File: src/rtl/rs_multi_cdb.sv
// Reservation station with CDB_NUM wakeup buses, one issue port, branch squash and occupancy count.
// Optional macro RS_AGE_SEL_EN: age-matrix select (oldest ready) instead of lowest-index ready.
module rs_multi_cdb #(
    parameter int RS_DEPTH    = 8,
    parameter int PRF_IDX_W   = 6,
    parameter int RS_OPCODE_W = 5,
    parameter int CDB_NUM     = 2,
    parameter int CNT_W       = $clog2(RS_DEPTH + 1)
) (
    input  logic                         clk,
    input  logic                         rst,
    input  logic [PRF_IDX_W-1:0]         rat_dest_tag_i,
    input  logic [PRF_IDX_W-1:0]         rat_opa_tag_i,
    input  logic [PRF_IDX_W-1:0]         rat_opb_tag_i,
    input  logic                         rat_opa_rdy_i,
    input  logic                         rat_opb_rdy_i,
    input  logic                         id_inst_vld_i,
    input  logic [RS_OPCODE_W-1:0]       id_opcode_i,
    input  logic [CDB_NUM*PRF_IDX_W-1:0] cdb_tag_i,
    input  logic [CDB_NUM-1:0]           cdb_vld_i,
    input  logic                         stall_dp_i,
    input  logic                         fu_rdy_i,
    input  logic                         br_flush_i,
    output logic                         rs_iss_vld_o,
    output logic [PRF_IDX_W-1:0]         rs_iss_opa_tag_o,
    output logic [PRF_IDX_W-1:0]         rs_iss_opb_tag_o,
    output logic [PRF_IDX_W-1:0]         rs_iss_dest_tag_o,
    output logic [RS_OPCODE_W-1:0]       rs_iss_opcode_o,
    output logic                         rs_full_o,
    output logic [CNT_W-1:0]             rs_cnt_o
);
    localparam int IDX_W = $clog2(RS_DEPTH);

    logic [RS_DEPTH-1:0]    r_vld;
    logic [RS_DEPTH-1:0]    r_opa_rdy;
    logic [RS_DEPTH-1:0]    r_opb_rdy;
    logic [PRF_IDX_W-1:0]   r_dest    [RS_DEPTH];
    logic [PRF_IDX_W-1:0]   r_opa_tag [RS_DEPTH];
    logic [PRF_IDX_W-1:0]   r_opb_tag [RS_DEPTH];
    logic [RS_OPCODE_W-1:0] r_opcode  [RS_DEPTH];
    logic [CNT_W-1:0]       r_cnt;

    logic                   w_disp;
    logic                   w_issue;
    logic                   w_any_rdy;
    logic [RS_DEPTH-1:0]    w_rdy;
    logic [RS_DEPTH-1:0]    w_sel_cand;
    logic [RS_DEPTH-1:0]    w_opa_wake;
    logic [RS_DEPTH-1:0]    w_opb_wake;
    logic                   w_new_opa_hit;
    logic                   w_new_opb_hit;
    logic [IDX_W-1:0]       w_free_idx;
    logic [IDX_W-1:0]       w_sel_idx;

    // Full is taken from the registered valid vector, so a slot freed by this cycle's issue is not reused until next cycle.
    assign rs_full_o = &r_vld;
    assign rs_cnt_o  = r_cnt;
    assign w_disp    = id_inst_vld_i & ~stall_dp_i & ~rs_full_o;
    assign w_rdy     = r_vld & r_opa_rdy & r_opb_rdy;
    assign w_any_rdy = |w_rdy;
    assign w_issue   = w_any_rdy & fu_rdy_i;

    // NOTE: every always_comb output gets a default before any conditional write, so no latch is inferred.
    always_comb begin
        w_opa_wake    = '0;
        w_opb_wake    = '0;
        w_new_opa_hit = 1'b0;
        w_new_opb_hit = 1'b0;
        for (int k = 0; k < CDB_NUM; k++) begin
            if (cdb_vld_i[k]) begin
                for (int e = 0; e < RS_DEPTH; e++) begin
                    if (r_opa_tag[e] == cdb_tag_i[k*PRF_IDX_W +: PRF_IDX_W]) w_opa_wake[e] = 1'b1;
                    if (r_opb_tag[e] == cdb_tag_i[k*PRF_IDX_W +: PRF_IDX_W]) w_opb_wake[e] = 1'b1;
                end
                if (rat_opa_tag_i == cdb_tag_i[k*PRF_IDX_W +: PRF_IDX_W]) w_new_opa_hit = 1'b1;
                if (rat_opb_tag_i == cdb_tag_i[k*PRF_IDX_W +: PRF_IDX_W]) w_new_opb_hit = 1'b1;
            end
        end
    end

    always_comb begin
        w_free_idx = '0;
        for (int e = RS_DEPTH - 1; e >= 0; e--) begin
            if (!r_vld[e]) w_free_idx = IDX_W'(e);
        end
    end

`ifdef RS_AGE_SEL_EN
    // r_age[i][j] = 1 means entry i was dispatched after entry j.
    logic [RS_DEPTH-1:0] r_age [RS_DEPTH];

    always_ff @(posedge clk) begin
        if (rst || br_flush_i) begin
            for (int e = 0; e < RS_DEPTH; e++) r_age[e] <= '0;
        end else if (w_disp) begin
            for (int e = 0; e < RS_DEPTH; e++) begin
                if (IDX_W'(e) == w_free_idx) r_age[e] <= r_vld;
                else                         r_age[e][w_free_idx] <= 1'b0;
            end
        end
    end

    always_comb begin
        for (int e = 0; e < RS_DEPTH; e++) begin
            w_sel_cand[e] = w_rdy[e] & ~|(r_age[e] & w_rdy);
        end
    end
`else
    assign w_sel_cand = w_rdy;
`endif

    always_comb begin
        w_sel_idx = '0;
        for (int e = RS_DEPTH - 1; e >= 0; e--) begin
            if (w_sel_cand[e]) w_sel_idx = IDX_W'(e);
        end
    end

    assign rs_iss_vld_o      = w_any_rdy;
    assign rs_iss_opa_tag_o  = w_any_rdy ? r_opa_tag[w_sel_idx] : '0;
    assign rs_iss_opb_tag_o  = w_any_rdy ? r_opb_tag[w_sel_idx] : '0;
    assign rs_iss_dest_tag_o = w_any_rdy ? r_dest[w_sel_idx]    : '0;
    assign rs_iss_opcode_o   = w_any_rdy ? r_opcode[w_sel_idx]  : '0;

    // NOTE: sequential state uses non-blocking assignments so every register samples pre-edge values.
    always_ff @(posedge clk) begin
        if (rst || br_flush_i) begin
            r_vld <= '0;
            r_cnt <= '0;
        end else begin
            if (w_issue) r_vld[w_sel_idx] <= 1'b0;
            if (w_disp)  r_vld[w_free_idx] <= 1'b1;
            r_cnt <= r_cnt + CNT_W'(w_disp) - CNT_W'(w_issue);
        end
    end

    // NOTE: payload and ready bits carry no reset; they are only observed through a set valid bit.
    always_ff @(posedge clk) begin
        for (int e = 0; e < RS_DEPTH; e++) begin
            if (w_opa_wake[e]) r_opa_rdy[e] <= 1'b1;
            if (w_opb_wake[e]) r_opb_rdy[e] <= 1'b1;
        end
        if (w_disp) begin
            r_dest[w_free_idx]    <= rat_dest_tag_i;
            r_opa_tag[w_free_idx] <= rat_opa_tag_i;
            r_opb_tag[w_free_idx] <= rat_opb_tag_i;
            r_opcode[w_free_idx]  <= id_opcode_i;
            r_opa_rdy[w_free_idx] <= rat_opa_rdy_i | w_new_opa_hit;
            r_opb_rdy[w_free_idx] <= rat_opb_rdy_i | w_new_opb_hit;
        end
    end

endmodule

File: config.mk
export PLATFORM = sky130hd
export DESIGN_NAME = rs_multi_cdb
export DESIGN_NICKNAME = d
export VERILOG_FILES = /design/src/rtl/rs_multi_cdb.sv
export SDC_FILE = /design/constraint.sdc
export NUM_CORES = 1
export LEC_CHECK = 0
export CAP_MARGIN = 10
export CORE_MARGIN = 2
export CORE_UTILIZATION = 40
export CTS_CLUSTER_SIZE = 10
export DETAILED_ROUTE_END_ITERATION = 8
export SETUP_SLACK_MARGIN = 0.1
export SYNTH_ARGS = -nofsm -noshare
export SYNTH_HDL_FRONTEND = slang
export SYNTH_SLANG_ARGS = --single-unit
export TNS_END_PERCENT = 30
File: constraint.sdc
create_clock -name clk -period 3.5 [get_ports clk]
set_input_delay 0.7 -clock clk [delete_from_list [all_inputs] [get_ports clk]]
set_output_delay 0.7 -clock clk [all_outputs]
set_load 0.005 [all_outputs]
# Word level (Yosys, flattened, before mapping)
# Memories as Yosys holds them, arrays and structs flattened.
# Index checks and enable logic that the tools add are counted.
dict set report classes {
  magnitude_cmp 4
  mux 93
  add_sub_neg 2
  bitwise 12
  reduce_logical 5
  n_eq_ne 36
}
# cell n
set ops {}
lappend ops {{$eq A6 B6 Y1} 36}
lappend ops {{$mux W8} 9}
lappend ops {{$mux W1} 60}
lappend ops {{$mux W3} 16}
lappend ops {{$and A8 B8 Y8} 3}
lappend ops {{$mux W6} 3}
lappend ops {{$bwmux W8} 2}
lappend ops {{$lt A3 B4 Y1 const B} 2}
lappend ops {{$not A8 Y8} 1}
lappend ops {{$or A8 B8 Y8} 1}
lappend ops {{$reduce_and A8 Y1} 1}
lappend ops {{$reduce_or A8 Y1} 1}
lappend ops {{$demux W1 S3} 2}
lappend ops {{$ge A3 B1 Y1 const B} 2}
lappend ops {{$mux W5} 1}
lappend ops {{$add A4 B1 Y4} 1}
lappend ops {{$sub A4 B1 Y4} 1}
lappend ops {{$and A1 B1 Y1} 3}
lappend ops {{$logic_and A1 B1 Y1} 2}
lappend ops {{$not A1 Y1} 2}
lappend ops {{$or A1 B1 Y1} 2}
lappend ops {{$logic_or A1 B1 Y1} 1}
dict set report word_totals {
  mem_bits_rw 184
  elab_cells 160
  out_inout_bits 29
  n_memories 4
  register_bits 28
}
# memory depth word_bits read_ports rd_ports_with_merged_regs write_ports line
set memory_table {}
lappend memory_table {r_dest 8 6 1 0 1 37} ;# logic [PRF_IDX_W-1:0] r_dest [RS_DEPTH];
lappend memory_table {r_opa_tag 8 6 9 0 1 38} ;# logic [PRF_IDX_W-1:0] r_opa_tag [RS_DEPTH];
lappend memory_table {r_opb_tag 8 6 9 0 1 39} ;# logic [PRF_IDX_W-1:0] r_opb_tag [RS_DEPTH];
lappend memory_table {r_opcode 8 5 1 0 1 40} ;# logic [RS_OPCODE_W-1:0] r_opcode [RS_DEPTH];

# Logic depth before layout (Yosys ltp)
dict set report depth {
  ltp_word 20
  ltp_mapped 13
  mapped_depth_nobuf 12
}

# Worst setup path after synthesis
# Ideal clock, no wire load.
dict set report synth_path {
  kind {in2reg}
  startpoint {in id_inst_vld_i}
  endpoint {mem r_dest[2][0], enable pin}
  path_slack_ps 153
  t_arrival_ps 2903
  required_ps 3056
  path_buffers 0
  setup_ps 444
  path_stages 3
  path_cell_list {nor2b_1 > nand2_1 > nor3_1}
}
dict set report synth_between {
  elab_chain_len 4
}
# item line
set synth_rtl {}
lappend synth_rtl {{start: declaration} 17} ;# input logic id_inst_vld_i,
lappend synth_rtl {{$and A1 B1 Y1 (2 in series)} 58} ;# assign w_disp = id_inst_vld_i & ~stall_dp_i & ~rs_full_o;
lappend synth_rtl {{$mux W1} 143} ;# if (w_disp) begin
lappend synth_rtl {{$mux W1 (not written as such)} 144} ;# r_dest[w_free_idx] <= rat_dest_tag_i;
lappend synth_rtl {{end: declaration} 37}
# Every way passes these cells.

# Worst setup path in the final report
dict set report layout_path {
  startpoint {reg r_vld[6]}
  endpoint {out rs_iss_opb_tag_o[5]}
}
dict set report layout_between {
  elab_chain_len 11
  word_cells_on_any_way 12
  cone_classes {mux: 8; bitwise: 2; reduce/logical: 1; memory: 1}
}
# item line
set layout_rtl {}
lappend layout_rtl {{start: declaration} 34} ;# logic [RS_DEPTH-1:0] r_vld;
lappend layout_rtl {{start signal: assignment} 128} ;# r_vld <= '0;
lappend layout_rtl {{start signal: indexed assignment} 131} ;# if (w_issue) r_vld[w_sel_idx] <= 1'b0;
lappend layout_rtl {{start signal: indexed assignment} 132} ;# if (w_disp) r_vld[w_free_idx] <= 1'b1;
lappend layout_rtl {{$and A8 B8 Y8 (*) (2 in series)} 59} ;# assign w_rdy = r_vld & r_opa_rdy & r_opb_rdy;
lappend layout_rtl {{$mux W3 (7 in series)} 115} ;# if (w_sel_cand[e]) w_sel_idx = IDX_W'(e);
lappend layout_rtl {{$mem_v2 Z8 W6} n/a}
lappend layout_rtl {{$mux W6 (*)} 121} ;# assign rs_iss_opb_tag_o = w_any_rdy ? r_opb_tag[w_sel_idx] : '0;
lappend layout_rtl {{end: declaration} 26} ;# output logic [PRF_IDX_W-1:0] rs_iss_opb_tag_o,
# Every way passes the cells marked *; elsewhere a longest branch is shown, timed or not.

==> results.json <==
{
  "hold_viol": 0,
  "start_util_pct": 40.3,
  "grt_max_degree": 41,
  "reg2reg_from": "r_vld[6]",
  "ios": 74,
  "max_slew.worst_pin.slew_ps": 1250,
  "fin_skew_ps": 6.01,
  "grt_util_all_layers_pct": 24.5,
  "grt_pass1_vias": 8332,
  "syn_inst": 916,
  "critPathMaxFanout": 6,
  "clk_pin_slew_ps": 50,
  "wl_per_cell_um": 24.9,
  "num_rows": 61,
  "first_pass_iters": 5,
  "synth.avg_cell_area_um2": 12.2,
  "via_per_inst": 5.82,
  "h-tree-depth": 1,
  "die_y_um": 171,
  "final_common_cell": "edfxtp_1",
  "antenna_found_initial": 0,
  "reg2reg_setup_slack_ps": 780,
  "dp.cells": 1360,
  "die_area_mm2": 0.0292,
  "synth_nets": 966,
  "synth_cell_type_count": 45,
  "min_path_cells": 2,
  "hpwl_um": 23400,
  "vias": 8269,
  "crit_type": "reg2out",
  "totalWireLength_um": 35500,
  "root_buffer": "clkbuf_16",
  "synth_area_mm2": 0.0111,
  "die_w_um": 171,
  "fmax_mhz": 297,
  "ys.warnings.count": 0,
  "fin_crit_ps": 3370,
  "grt_overflow_total": 0,
  "drtAntennaViolNets": 0,
  "reg2reg_depth": 13,
  "drc": 0,
  "worst_ep_required_time_ps": 2800,
  "finish.net_count": 1078,
  "grt_pass1_wl_um": 52700,
  "clk_latency_ps": 530,
  "relSlewSlack_pct": 15.7,
  "min_period_over_period_pct": 96.2,
  "tritoncts": "yes",
  "cp.arrival_ps": 2670,
  "min_to": "r_vld[6]",
  "port_buffers": 73,
  "cts_buffers": 26,
  "area_growth_pct": 22.0,
  "power.static_leakage_nw": 4.51,
  "finalSetupViolCount": 0,
  "drv_cap": 0,
  "drt_iter0_drc": 728,
  "clock-sinks": 212,
  "min_from": "r_vld[6]",
  "status": "complete, no violations",
  "hold_class": "reg2reg",
  "final_cell_mix": "edfxtp_1 (184), xor2_1 (110), xnor2_1 (109), buf_4 (67), or3_1 (56)",
  "critPathLaunchType": "flop",
  "final_cell_count_no_fill": 1422,
  "insertedDiodeCount": 0,
  "rsz0062_at_grt": "true",
  "core_area_mm2": 0.0276,
  "ys_ff_latch": 212,
  "holdWs_ps": 503,
  "gp_congestion": 0.901,
  "finalMaxSlewViolations": 0,
  "ctsLongestPathBuffers": 3,
  "r2r_end": "rs_cnt_o[2]",
  "cellPowerDensity_mw_per_mm2": 429,
  "cp-end-kind": "output port",
  "ir_worst_vdd_mv": 0.268,
  "ys_seq_area_share_pct": 54.6,
  "drive_gt1_share_pct": 16.1
}
## synthesized netlist by cell type (all sizes together)
library cell / n / area share (%)
edfxtp: 184 / 50
xor2: 110 / 8.6
xnor2: 109 / 8.6
or3: 57 / 3.2
o211ai: 47 / 3.2
nor4: 44 / 2.5
buf: 41 / 2.2
nand4: 39 / 2.2
clkbuf: 28 / 0.95
dfxtp: 28 / 5.0
and3: 25 / 1.4
a311oi: 24 / 1.9
a211oi: 23 / 1.5
o21ai: 21 / 0.94
a21oi: 18 / 0.81
nand2: 16 / 0.54
inv: 14 / 0.47
nor3: 14 / 0.63
mux2: 12 / 1.2
o311ai: 11 / 0.86
nand3: 10 / 0.65
mux2i: 8 / 0.72
nor2: 8 / 0.27
and2: 5 / 0.33
ha: 4 / 0.45
nand2b: 4 / 0.25
nor2b: 3 / 0.17
o21a: 2 / 0.20
a21boi: 1 / 0.067
a21o: 1 / 0.067
a41oi: 1 / 0.15
and2b: 1 / 0.067
fa: 1 / 0.18
nor3b: 1 / 0.067
or2: 1 / 0.056
## flip-flops by register name (all words and copies together) (netlist names)
| name | count |
|---|---|
| r_opcode | 40 |
| rs_cnt_o | 4 |
| r_opa_tag | 48 |
| r_dest | 48 |
| r_vld | 8 |
| r_opa_rdy | 8 |
| r_opb_tag | 48 |
| r_opb_rdy | 8 |
## worst max-delay path by stage
stage / startpoint / to / slack [ps]
after floorplan: id_inst_vld_i / r_dest[2][0] / 150
after global placement: r_vld[2] / rs_iss_opb_tag_o[5] / 200
after detailed placement: r_vld[2] / rs_iss_opb_tag_o[5] / 220
after CTS: r_vld[6] / rs_iss_opa_tag_o[3] / -50
after global routing: r_opa_rdy[6] / rs_iss_opb_tag_o[3] / 9
final: r_vld[6] / rs_iss_opb_tag_o[5] / 130
## layer usage
| metal | vias up | routed length [µm] | share of wire, % | track usage, % |
|---|---|---|---|---|
| li1 | 3708 | - | - | - |
| met1 | 4150 | 15100 | 43 | 33.0 |
| met2 | 322 | 16700 | 47 | 39.9 |
| met3 | 89 | 2250 | 6.3 | 3.75 |
| met4 | 0 | 1460 | 4.1 | 9.91 |
| met5 | - | 0 | 0 | 0 |
## worst max-delay path, cell delays in order, from the launching register on
cell           delay, ps
dfxtp_2              330
and3_4               180
o21ai_1              140
nand4_1              110
buf_6                170
nand2_8              100
buf_4                150
buf_4                110
buf_4                120
a211oi_1              80
a311oi_2             360
dlygate4sd2_1        290
## repair_timing
action / in CTS / in global routing
pin swaps: 22 / 12
setup endpoints to repair: 23 / 14
hold buffers: 0 / 0
resized for setup: 48 / 24
gates cloned: 3 / 0
buffers inserted: 7 / 8
## stage by stage
step	setup TNS, ps	utilization (%)	worst slack, ps	power, mW	instance area, µm²
4_1_cts	-63.9	48.7	-48.7	5.84	13500
2_1_floorplan	0	-	153	3.18	11100
5_1_grt	0	49.2	8.95	5.99	13600
3_5_place_dp	0	45.4	220	3.39	12500
3_3_place_gp	0	45.4	202	3.38	12500
6_report	0	49.2	131	5.83	13600
## power by group
group	leakage, nW	switching, mW	internal (mW)
clock network	0.366	1.01	1.46
registers	1.90	0.0600	2.82
logic	2.24	0.269	0.212
total	4.51	1.34	4.49
## cells by family (layout without fill, tap and decap cells)
family          after synthesis  count (layout)  share of synthesized area [%]
mux                          20              20                           1.93
buf+inv                      83             208                           3.58
compound gates              149             149                           9.70
xor+xnor                    219             219                           17.2
fa+ha+maj                     5               5                          0.629
flops                       212             212                           54.6
simple gates                228             231                           12.3
## layout make-up
class,instances,area [µm²]
fillers,2476,14000
flip-flops and latches,212,6100
multi-input cells,624,4810
repair buffers,150,1390
clock buffers,39,709
well taps,378,473
clock inverters,5,61.3
inverters,14,52.6
Note: power is estimated with default switching activity, not from simulation.
